`config.mk`:
```
export PLATFORM = sky130hd
export DESIGN_NAME = uart_rx
export DESIGN_NICKNAME = d
export VERILOG_FILES = /design/src/rtl/uart_pkg.sv /design/src/rtl/uart_sync2.sv /design/src/rtl/uart_rx.sv
export SDC_FILE = /design/constraint.sdc
export NUM_CORES = 1
export LEC_CHECK = 0
export BUFFER_PORTS_ARGS = -buffer_cell sky130_fd_sc_hd__buf_2
export CORE_UTILIZATION = 62
export CTS_BUF_LIST = sky130_fd_sc_hd__clkbuf_8 sky130_fd_sc_hd__clkbuf_16
export DETAILED_ROUTE_END_ITERATION = 12
export GPL_TIMING_DRIVEN = 0
export PLACE_DENSITY = 0.86
export SYNTH_ARGS = -nofsm -noshare
export SYNTH_HDL_FRONTEND = slang
export SYNTH_SLANG_ARGS = --single-unit
```
`constraint.sdc`:
```
create_clock -name clk -period 3.33 [get_ports clk]
set_input_delay 0.333 -clock clk [delete_from_list [all_inputs] [get_ports clk]]
set_output_delay 0.333 -clock clk [all_outputs]
set_load 0.02 [all_outputs]
```
`src/rtl/uart_pkg.sv`:
```
// Shared UART definitions: FSM state encodings and default bit timing,
// common to the transmitter and receiver.
package uart_pkg;

  localparam int UART_CLKS_PER_BIT = 48;
  localparam int UART_DATA_BITS    = 8;

  typedef enum logic [2:0] {
    IDLE      = 3'd0,
    START     = 3'd1,
    DATA      = 3'd2,
    STOP      = 3'd3,
    WAIT_IDLE = 3'd4,
    PARITY    = 3'd5
  } uart_state_e;

endpackage

```
`src/rtl/uart_sync2.sv`:
```
// Two-flop synchronizer for an asynchronous single-bit input; the reset value
// should match the input's idle level so reset does not look like an edge.
module uart_sync2 #(
  parameter logic RESET_VAL = 1'b0
) (
  input  logic clk,
  input  logic rst_n,
  input  logic d_i,
  output logic q_o
);

  logic meta_q, sync_q;

  always_ff @(posedge clk or negedge rst_n) begin
    if (!rst_n) begin
      meta_q <= RESET_VAL;
      sync_q <= RESET_VAL;
    end else begin
      meta_q <= d_i;
      sync_q <= meta_q;
    end
  end

  assign q_o = sync_q;

endmodule

```
`src/rtl/uart_rx.sv`:
```
// UART receiver, 8N1 with mid-bit sampling. Define UART_RX_PARITY_EN for 8E1
// framing with an extra PARITY state and a parity_err strobe.
module uart_rx
  import uart_pkg::*;
#(
  parameter int CLKS_PER_BIT = UART_CLKS_PER_BIT,
  parameter int DATA_BITS    = UART_DATA_BITS
) (
  input  logic                 clk,
  input  logic                 rst_n,
  input  logic                 rx,
  output logic [DATA_BITS-1:0] data,
  output logic                 valid,
  output logic                 frame_err,
`ifdef UART_RX_PARITY_EN
  output logic                 parity_err,
`endif
  output logic                 busy
);

  localparam int CW = $clog2(CLKS_PER_BIT);
  localparam int IW = $clog2(DATA_BITS + 1);
  localparam logic [CW-1:0] HALF_M1  = CW'(CLKS_PER_BIT / 2 - 1);
  localparam logic [CW-1:0] FULL_M1  = CW'(CLKS_PER_BIT - 1);
  localparam logic [IW-1:0] LAST_IDX = IW'(DATA_BITS - 1);

  logic rx_s;

  uart_sync2 #(.RESET_VAL(1'b1)) u_sync (
    .clk   (clk),
    .rst_n (rst_n),
    .d_i   (rx),
    .q_o   (rx_s)
  );

  uart_state_e          state_q;
  logic [CW-1:0]        bit_cnt_q;
  logic [IW-1:0]        bit_idx_q;
  logic [DATA_BITS-1:0] shreg_q, data_q;
  logic                 valid_q, frame_err_q, busy_q;
  logic                 par_bad;

`ifdef UART_RX_PARITY_EN
  logic par_q, parity_err_q;
  assign par_bad    = (^shreg_q) ^ par_q;
  assign parity_err = parity_err_q;
`else
  assign par_bad = 1'b0;
`endif

  always_ff @(posedge clk or negedge rst_n) begin
    if (!rst_n) begin
      state_q     <= IDLE;
      bit_cnt_q   <= '0;
      bit_idx_q   <= '0;
      shreg_q     <= '0;
      data_q      <= '0;
      valid_q     <= 1'b0;
      frame_err_q <= 1'b0;
      busy_q      <= 1'b0;
`ifdef UART_RX_PARITY_EN
      par_q        <= 1'b0;
      parity_err_q <= 1'b0;
`endif
    end else begin
      valid_q     <= 1'b0;
      frame_err_q <= 1'b0;
`ifdef UART_RX_PARITY_EN
      parity_err_q <= 1'b0;
`endif
      case (state_q)
        IDLE: if (!rx_s) begin
          state_q   <= START;
          bit_cnt_q <= '0;
          busy_q    <= 1'b1;
        end
        // A start bit that is already gone at mid-bit is treated as a glitch.
        START: if (bit_cnt_q == HALF_M1) begin
          bit_cnt_q <= '0;
          bit_idx_q <= '0;
          if (rx_s) begin
            state_q <= IDLE;
            busy_q  <= 1'b0;
          end else begin
            state_q <= DATA;
          end
        end else begin
          bit_cnt_q <= bit_cnt_q + CW'(1);
        end
        // LSB arrives first, so shifting in from the top leaves it at bit 0.
        DATA: if (bit_cnt_q == FULL_M1) begin
          bit_cnt_q <= '0;
          shreg_q   <= {rx_s, shreg_q[DATA_BITS-1:1]};
          if (bit_idx_q == LAST_IDX) begin
            bit_idx_q <= '0;
`ifdef UART_RX_PARITY_EN
            state_q   <= PARITY;
`else
            state_q   <= STOP;
`endif
          end else begin
            bit_idx_q <= bit_idx_q + IW'(1);
          end
        end else begin
          bit_cnt_q <= bit_cnt_q + CW'(1);
        end
`ifdef UART_RX_PARITY_EN
        PARITY: if (bit_cnt_q == FULL_M1) begin
          bit_cnt_q <= '0;
          par_q     <= rx_s;
          state_q   <= STOP;
        end else begin
          bit_cnt_q <= bit_cnt_q + CW'(1);
        end
`endif
        STOP: if (bit_cnt_q == FULL_M1) begin
          bit_cnt_q <= '0;
`ifdef UART_RX_PARITY_EN
          parity_err_q <= par_bad;
`endif
          if (rx_s) begin
            state_q <= IDLE;
            busy_q  <= 1'b0;
            if (!par_bad) begin
              data_q  <= shreg_q;
              valid_q <= 1'b1;
            end
          end else begin
            frame_err_q <= 1'b1;
            state_q     <= WAIT_IDLE;
          end
        end else begin
          bit_cnt_q <= bit_cnt_q + CW'(1);
        end
        // Hold off on a break so a long low line is not seen as new starts.
        WAIT_IDLE: if (rx_s) begin
          state_q <= IDLE;
          busy_q  <= 1'b0;
        end
        default: begin
          state_q <= IDLE;
          busy_q  <= 1'b0;
        end
      endcase
    end
  end

  assign data      = data_q;
  assign valid     = valid_q;
  assign frame_err = frame_err_q;
  assign busy      = busy_q;

endmodule
```
Word-level counts from Yosys, hierarchy flattened. Index checks and enable logic that the tools add are counted.

Add/subtract/negate cells: 2. Multiply operators: 0. Divide/modulo/power cells: 0. $lt $le $gt $ge: 0. Equal/unequal tests: 13. Shift operators: 0. Multiplexer cells: 28. Bitwise logic cells: 1. Reductions and logical operators: 10.

Operators with widths (count): $mux 3 (7); $mux 6 (3); $pmux 6 s3 (1); $pmux 3 s5 (1); $mux 4 (3); $mux 1 (10); $ne 2x2->1 const B (5); $pmux 4 s2 (1); $add 6x1->6 const B (1); $eq 3x2->1 const B (2); $eq 6x5->1 const B (1); $eq 6x6->1 const B (1); $reduce_and 3->1 (2); $reduce_and 6->1 (1); $pmux 1 s5 (1); $add 4x1->4 const B (1); $eq 4x3->1 const B (1); $reduce_and 2->1 (2); $reduce_and 4->1 (1); $eq 3x1->1 const B (1); $eq 3x3->1 const B (1); $logic_not 3->1 (1); $reduce_bool 3->1 (1); $mux 2 (1); 4 further kinds (4).

Bits in registers: 34. Bits in latches: 0. Memory bits (writable): 0. Memory bits (read-only): 0. Bits of input ports: 3. Output and inout bits: 11. Word-level logic and storage cells: 64. Memories kept: 0.

Depth between registers and ports, before layout. Gate-level depths: netlist of the first run.

Depth after elaboration: 4. Gate-level depth with buffers: 6. Depth with buffers taken out: 5.

Modules after synthesis. From an unflattened synthesis of the first run, not the netlist that was laid out.

Cell total of the unflattened synthesis: 134. Area, all modules: 1586.5 um2.

By module, submodules not included: uart_rx (times used 1, cells an instance 132, area each 1534.0 um2, sequential area each 800.8 um2); uart_sync2 (times used 1, cells an instance 2, area each 52.6 um2, sequential area each 52.6 um2).

Least setup slack after synthesis of the first run. No wires, ideal clock.

Path type: reg-to-reg. Start point: register state_q[1]. End point: register shreg_q[0]. Setup time: 125 ps. Arrival: 1546 ps. Data required time: 3205 ps. Setup slack: 1659 ps. Stages on the path, launching flop included: 6. Buffers on the path: 2. Period minus slack after synthesis: 1671 ps. Cells stage by stage: dfrtp_1 -> buf_4 -> or3b_1 -> buf_2 -> nor3_4 -> mux2_2.

Word-level cells in the longest chain between the ends: 2.

Ends and longest elaborated chain: start: declaration (RTL line uart_rx.sv:36) `uart_state_e state_q;`; start signal: assignment (RTL line uart_rx.sv:53) `state_q <= IDLE;`; start signal: assignment (RTL line uart_rx.sv:73) `state_q <= START;`; start signal: assignment (RTL line uart_rx.sv:82) `state_q <= IDLE;`; $eq 3x2->1 (RTL line uart_rx.sv:71) `case (state_q)`; $reduce_and 2->1 (no source line); end signal: assignment (RTL line uart_rx.sv:93) `shreg_q <= {rx_s, shreg_q[DATA_BITS-1:1]};`; end: declaration (RTL line uart_rx.sv:39) `logic [DATA_BITS-1:0] shreg_q, data_q;`.

No other way between the ends. A chain may end at the register's enable or synchronous reset.

Worst setup path in the final report of the first run.
Start point: register bit_cnt_q[0]. End point: register data_q[0], in the netlist data[0].

Word-level cells in the longest chain between the ends: 2.

Ends and longest elaborated chain: start: declaration (RTL line uart_rx.sv:37) `logic [CW-1:0] bit_cnt_q;`; start signal: assignment (RTL line uart_rx.sv:88) `bit_cnt_q <= bit_cnt_q + CW'(1);`; start signal: assignment (RTL line uart_rx.sv:105) `bit_cnt_q <= bit_cnt_q + CW'(1);`; start signal: assignment (RTL line uart_rx.sv:133) `bit_cnt_q <= bit_cnt_q + CW'(1);`; $eq 6x6->1 (RTL line uart_rx.sv:116) `STOP: if (bit_cnt_q == FULL_M1) begin`; $reduce_and 3->1 (no source line); end signal: assignment (RTL line uart_rx.sv:125) `data_q <= shreg_q;`; end: declaration (RTL line uart_rx.sv:39).

No other way between the ends.

==> summary.md, run 1 <==
| Metric | Value |
|---|---|
| Initial Util | `68.6%` |
| Core Area | `2300 µm²` |
| Sw power | `0.298 mW` |
| Internal power | `0.843 mW` |
| CTS max path bufs | `2` |
| Share of layout cells above drive strength 1 | `30.2%` |
| Worst-Skew Late Latency | `280 ps` |
| Area contributors post-synth | `dfrtp_1, mux2_2, nand2_1, dfstp_2, nor2_1` |
| Detail Placement HPWL | `around 2.1 mm` |
| Share of the synthesized area in the top cell type | `just over 50%` |
| Final setup skew | `8.39 ps` |
| CTS tree | `yes` |
| Row Count | `17` |
| Top-count cell post-synth | `dfrtp_1` |
| Antenna violations before repair | `0` |
| WP data arrival | `between 2000 and 2500 ps` |
| Die width | `approximately 52 µm` |
| I/O pins | `14` |
| Synthesis-to-finish area growth | `15.4%` |
| Drt total wl | `about 3.2 mm` |
| Die height | `52.4 µm` |
| Minimum clock period | `1960 ps` |
| DR iter-0 viols | `45` |
| Req. time, crit path | `3500 ps` |
| Worst-margin pin slew | `a little over 700 ps` |
| Global-route wire length before repair | `~5.3 mm` |
| Post-synth cell types | `39` |
| Pwr dens | `627 nW/µm²` |
| Dpl cell area | `1680 µm²` |
| RSZ-0062 raised after global routing | `false` |
| Register area share after synthesis | `54.1%` |
| Synthesized cell area | `roughly 1600 µm²` |
| VDD IR max | `between 600 and 700 µV` |
| TritonRoute pass-1 iters | `4` |
| # nets final | `163` |
| Max Fanout on Critical Path | `9` |
| Setup Buffers After CTS | `0` |
| # hold bufs at CTS | `0` |
| Antenna diodes | `0` |
| Die area | `approximately 2700 µm²` |
| Mapped Avg Cell Area | `11.4 µm²` |
| Num CTS Buffers | `5` |
| Endpoints failing setup | `0` |
| Combinational power share | `approximately 17%` |
| Main synth FF type | `dfrtp_1` |
| Util after Layout | `79.2%` |
| Headroom to the max-slew limit | `51.5%` |
| Yosys reg bits | `34` |
| Avg WL per Cell | `16.9 µm` |
| CTS H-tree lvls | `2` |
| Place WS | `1430 ps` |
| Final Cell Area | `1820 µm²` |
| Final hold viol count | `0` |
| Setup TNS | `0 ps` |
| Final Max Slew Viols | `0` |
| Setup Crit Path Kind | `reg -> reg` |
| CP Capture Type | `flip-flop` |
| Synthesized net count | `143` |
| Switching portion of total power | `26.1%` |
| Fmax | `0.509 GHz` |
| Power share of the sequential group | `42.5%` |
| Post-Synthesis Cells | `138` |
| Vias in the first global route | `1138` |
| Pin count of the biggest net entering global routing | `35` |
| CTS Sinks | `34` |
| CTS clk-pin slew, worst paths | `70 ps` |
| Clk pwr share | `40.9%` |
| Status | `completed` |
| Worst setup SP type | `flip-flop` |
| Gates resized, CTS repair | `0` |
| Synthesis warning total | `0` |
| Via density | `around 6.2` |
| Area leader, netlist | `dfrtp_1` |
| Max-cap viol count | `0` |
| Gr ovfl total | `0` |
| Root Buffer Master | `clkbuf_8` |
| Via count | `1158` |
| Commonest cells post-synth | `dfrtp_1, mux2_2, nand2_1` |
| EDFF count, synth | `0` |
| Routed Antenna Nets | `0` |
| Post-route setup slack | `between 1000 and 1500 ps` |
| Final worst path period share | `approximately three fifths` |
| Residual DRC | `0` |
| Placer congestion estimate | `~0.90` |
| I/O Buffers | `13` |
| Ys async rst share | `100%` |
| Worst hold path type | `in -> async` |
| Pwr Total | `1.14 mW` |
| GR Util All Layers | `27.6%` |
| Pleak | `0.908 nW` |
sequential cells by signal, indices dropped and copies added (netlist names):
name and flops:
u_sync.q_o 1, state_q 3, bit_cnt_q 6, shreg_q 8
u_sync.meta_q 1, valid 1, data 8, busy 1
bit_idx_q 4, frame_err 1
power groups by stage:
| stage | logic [mW] | clock network, mW | registers [mW] |
|---|---|---|---|
| after detailed placement | 0.183 | 0 | 0.492 |
| after floorplan | 0.136 | 0 | 0.486 |
| after global placement | 0.171 | 0 | 0.487 |
| after global routing | 0.208 | 0.491 | 0.493 |
| after CTS | 0.187 | 0.471 | 0.485 |
| final | 0.189 | 0.466 | 0.485 |
cell usage in the layout (no fill, tap or decap), drive strengths merged, types with 2 or more instances in the layout:
master and instances:
nor2 9, o41ai 3, dfrtp 32, a21oi 5, nand2 16, mux2i 2, clkbuf 8, inv 6
nand4 2, nor3 3, nor2b 2, o21ai 6, buf 17, and3 2, o31ai 2, a22oi 2
dfstp 2, mux2 17, nand3 3, bufinv 2, ha 2
critical path, cell delays in order, from the launching register on:
cell and delay (ps):
dfrtp_1 400, ha_1 250, nand2_1 180, nor2_1 270
nand4_2 340, mux2_2 400
final timing paths:
kind | from | end | slack [ps] | cells past startpoint
setup / recovery | bit_cnt_q[0]$_DFFE_PN0P_ | data[0]$_DFFE_PN0P_ | 1370 | 5
hold / removal | rst_n | bit_cnt_q[1]$_DFFE_PN0P_ | 110 | 1
setup reg to reg | bit_cnt_q[0]$_DFFE_PN0P_ | data[0]$_DFFE_PN0P_ | 1370 | 5
hold reg to reg | u_sync.meta_q$_DFF_PN1_ | u_sync.q_o$_DFF_PN1_ | 360 | 0
max in group asynchronous | rst_n | shreg_q[4]$_DFFE_PN0P_ | 2750 | 1
min in group clk | rx | u_sync.meta_q$_DFF_PN1_ | 150 | 1
layer usage:
layer  up-vias  global-route usage, %  routed length (µm)
met2        42                   45.6                1640
met4         0                   7.46                  35
met1       580                   35.1                1310
met5         -                      0                   0
li1        530                      -                   -
met3         6                   8.41                 173
per-stage QoR:
step | instances | hold slack [ps]
finish | 187 | 106
global route | 187 | 138
CTS | 187 | 130
detailed placement | 179 | 347
global placement | 179 | 347
floorplan | 138 | 37.4
kinds of logic after synthesis:
family | share of synthesized area, %
xor gates and xnor gates | 0.556
and+or+nand+nor | 16.3
DFF | 54.1
buffers and inverters | 3.33
muxes | 13.4
adders and majority gates | 1.59
AOI/OAI and AO/OA | 10.7
layout make-up:
class / count / area, µm²
buffer: 6 / 30.0
clock buffer: 6 / 82.6
clock inverter: 2 / 60.1
fill: 137 / 478
inverter: 6 / 22.5
multi-input combinational: 92 / 671
sequential: 34 / 853
tap: 28 / 35.0
timing repair buffer: 13 / 65.1
Power figures use the tool's default switching activity.
==> run 2, diff against run 1 <==
--- a/config.mk
+++ b/config.mk
@@ -5,12 +5,13 @@
 export SDC_FILE = /design/constraint.sdc
 export NUM_CORES = 1
 export LEC_CHECK = 0
+export ABC_AREA = 1
 export BUFFER_PORTS_ARGS = -buffer_cell sky130_fd_sc_hd__buf_2
-export CORE_UTILIZATION = 62
+export CORE_UTILIZATION = 58
 export CTS_BUF_LIST = sky130_fd_sc_hd__clkbuf_8 sky130_fd_sc_hd__clkbuf_16
 export DETAILED_ROUTE_END_ITERATION = 12
 export GPL_TIMING_DRIVEN = 0
-export PLACE_DENSITY = 0.86
+export PLACE_DENSITY = 0.81
 export SYNTH_ARGS = -nofsm -noshare
 export SYNTH_HDL_FRONTEND = slang
 export SYNTH_SLANG_ARGS = --single-unit
==> constraint.sdc (replaced) <==
create_clock -name clk -period 2.04 [get_ports clk]
set_input_delay 0.204 -clock clk [delete_from_list [all_inputs] [get_ports clk]]
set_output_delay 0.204 -clock clk [all_outputs]
set_load 0.02 [all_outputs]
==> summary.md, run 2 <==
| Metric | Value |
|---|---|
| Antenna diodes | `0` |
| Die height | `about 56 µm` |
| Crit path to | `bit_cnt_q[0]$_DFFE_PN0P_` |
| CTS Sinks | `34` |
| EDFF count, synth | `0` |
| Core Area | `2730 µm²` |
| Final Max Slew Viols | `0` |
| Synthesis warning total | `0` |
| Reg2reg setup slack | `~410 ps` |
| Num CTS Buffers | `5` |
| Setup Crit Path Kind | `reg -> reg` |
| Vias in the first global route | `1304` |
| Commonest cells post-synth | `nand2_1, dfrtp_1, inv_1` |
| Initial Util | `60.7%` |
| Share of the synthesized area in the top cell type | `48.2%` |
| Antenna violations before repair | `0` |
| Main synth FF type | `dfrtp_1` |
| Routed Antenna Nets | `0` |
| Final setup skew | `4.74 ps` |
| Detail Placement HPWL | `2.18 mm` |
| Status | `completed` |
| Global-route wire length before repair | `about 5.3 mm` |
| Synthesis-to-finish area growth | `13.9%` |
| Worst setup SP type | `flip-flop` |
| I/O Buffers | `13` |
| Layout Cells excl Fill | `roughly 240` |
| Mapped Avg Cell Area | `9.02 µm²` |
| CTS clk-pin slew, worst paths | `70 ps` |
| Util after Layout | `69.2%` |
| Hold path depth | `1` |
| Worst R2R Path Depth | `8` |
| Drt total wl | `2.95 mm` |
| Worst-margin pin slew | `737 ps` |
| Register Area | `853 µm²` |
| Row Count | `19` |
| TritonRoute pass-1 iters | `4` |
| Area leader, netlist | `dfrtp_1` |
| Placer congestion estimate | `approximately 0.78` |
| Top-count cell post-synth | `nand2_1` |
| Minimum clock period | `between 1500 and 2000 ps` |
| Setup TNS | `0 ps` |
| Die width | `55.5 µm` |
| Max-cap viol count | `0` |
| DR iter-0 viols | `34` |
| Max Fanout on Critical Path | `5` |
| CTS max path bufs | `2` |
| Worst r2r src | `bit_cnt_q[0]$_DFFE_PN0P_` |
| Ys async rst share | `100%` |
| Crit Reg-Reg Endpoint | `bit_cnt_q[0]$_DFFE_PN0P_` |
| Gr ovfl total | `0` |
| Worst hold path type | `in -> reg` |
| GR Util All Layers | `22.2%` |
| Die area | `~3000 µm²` |
| Synthesized net count | `189` |
| Final worst path period share | `79.9%` |
| RSZ-0062 raised after global routing | `false` |
| Fmax | `0.613 GHz` |
| # nets final | `210` |
| Root Buffer Master | `clkbuf_8` |
| Pwr dens | `1060 nW/µm²` |
| CTS H-tree lvls | `2` |
| CTS tree | `yes` |
| Share of layout cells above drive strength 1 | `a little over a quarter` |
| Setup Buffers After CTS | `0` |
| Placed Cells | `228` |
| Worst setup startpoint | `bit_cnt_q[0]$_DFFE_PN0P_` |
| Via count | `1243` |
| Final hold viol count | `0` |
| Req. time, crit path | `around 2200 ps` |
| I/O pins | `14` |
| Yosys reg bits | `34` |
| Layout fillers | `217` |
| Pin count of the biggest net entering global routing | `35` |
| Via density | `about 5.2` |
| WP data arrival | `1780 ps` |
| CP Capture Type | `flip-flop` |
| Post-synth cell types | `28` |
| Footprint of the multi-input gates | `693 µm²` |
| Residual DRC | `0` |
| Most common cell after layout, fill and taps aside | `nand2_1` |
| Register area share after synthesis | `51.4%` |
| Commonest cells after routing, fill and taps aside | `nand2_1, dfrtp_1, inv_1` |
| Pleak | `0.952 nW` |
| Pwr Total | `2.00 mW` |
| Endpoints failing setup | `0` |
| Post-Synthesis Cells | `184` |
| Avg WL per Cell | `about 12 µm` |
| Area contributors post-synth | `dfrtp_1, nand2_1, o21ai_2, inv_1, nand3_1` |
| VDD IR max | `about 1000 µV` |
| Headroom to the max-slew limit | `about half` |
| Worst-Skew Late Latency | `280 ps` |
| Synthesized cell area | `1660 µm²` |
-- run 2: cell count changes after synthesis, sizes merged, moves of 6 or more --
cell | before | now
mux2 | 17 | 0
inv | 6 | 23
nor2 | 9 | 15
o21ai | 6 | 23
nand2 | 16 | 58
nand3 | 3 | 14
-- run 2: metrics by stage --
step | hold slack, ps | instance area, µm² | setup WS, ps
after floorplan | -91.6 | 1660 | 673
after global placement | 299 | 1760 | 537
after detailed placement | 300 | 1760 | 480
after CTS | 14.6 | 1890 | 434
after global routing | 10.3 | 1890 | 285
final | 18.8 | 1890 | 410
-- run 2: critical path, cell delays in order (launching register included) --
cell,delay (ps)
dfrtp_1,430
ha_1,270
nand3_4,130
nor2_4,190
inv_1,110
nand2_1,70
nand2_1,90
nor2_1,150
a21oi_1,60
-- run 2: timing repair --
action,CTS,global route
gates resized for setup,0,0
endpoints found under the hold margin,10,0
hold buffers,1,0
-- run 2: layout make-up --
| type | count | area share [%] |
|---|---|---|
| Buffer | 3 | 1.46 |
| Tap cell | 31 | 2.05 |
| Clock buffer | 6 | 4.37 |
| Inverter | 23 | 4.57 |
| Timing Repair Buffer | 14 | 3.97 |
| Clock inverter | 2 | 1.79 |
| Sequential cell | 34 | 45.1 |
| Multi-Input combinational cell | 124 | 36.7 |
-- run 2: worst min path at each step --
stage / startpoint / slack (ps) / to
floorplan: rst_n / -90 / bit_cnt_q[0]$_DFFE_PN0P_
global placement: rst_n / 300 / bit_cnt_q[3]$_DFFE_PN0P_
detailed placement: rst_n / 300 / bit_cnt_q[2]$_DFFE_PN0P_
CTS: rx / 10 / u_sync.meta_q$_DFF_PN1_
global route: rx / 10 / u_sync.meta_q$_DFF_PN1_
finish: rx / 20 / u_sync.meta_q$_DFF_PN1_
-- run 2: layer usage --
metal	global-route usage (%)	routed length [µm]	vias to the layer above
met4	9.64	46	0
met2	37.9	1480	24
li1	-	-	630
met3	5.85	88	7
met5	0	0	-
met1	26.5	1330	582
-- run 2: power breakdown --
part,internal (mW),switching [mW]
registers,0.753,0.0908
logic,0.174,0.355
clock network,0.393,0.229
total,1.32,0.675
-- run 2: cell families after synthesis --
logic type / Yosys count / synth area share (%)
adder cells (fa/ha/maj): 2 / 1.51
buffers and inverters: 26 / 6.86
flip-flops: 34 / 51.4
XOR/XNOR: 2 / 1.06
AND/OR/NAND/NOR: 91 / 26.2
AO/OA/AOI/OAI: 29 / 13.0
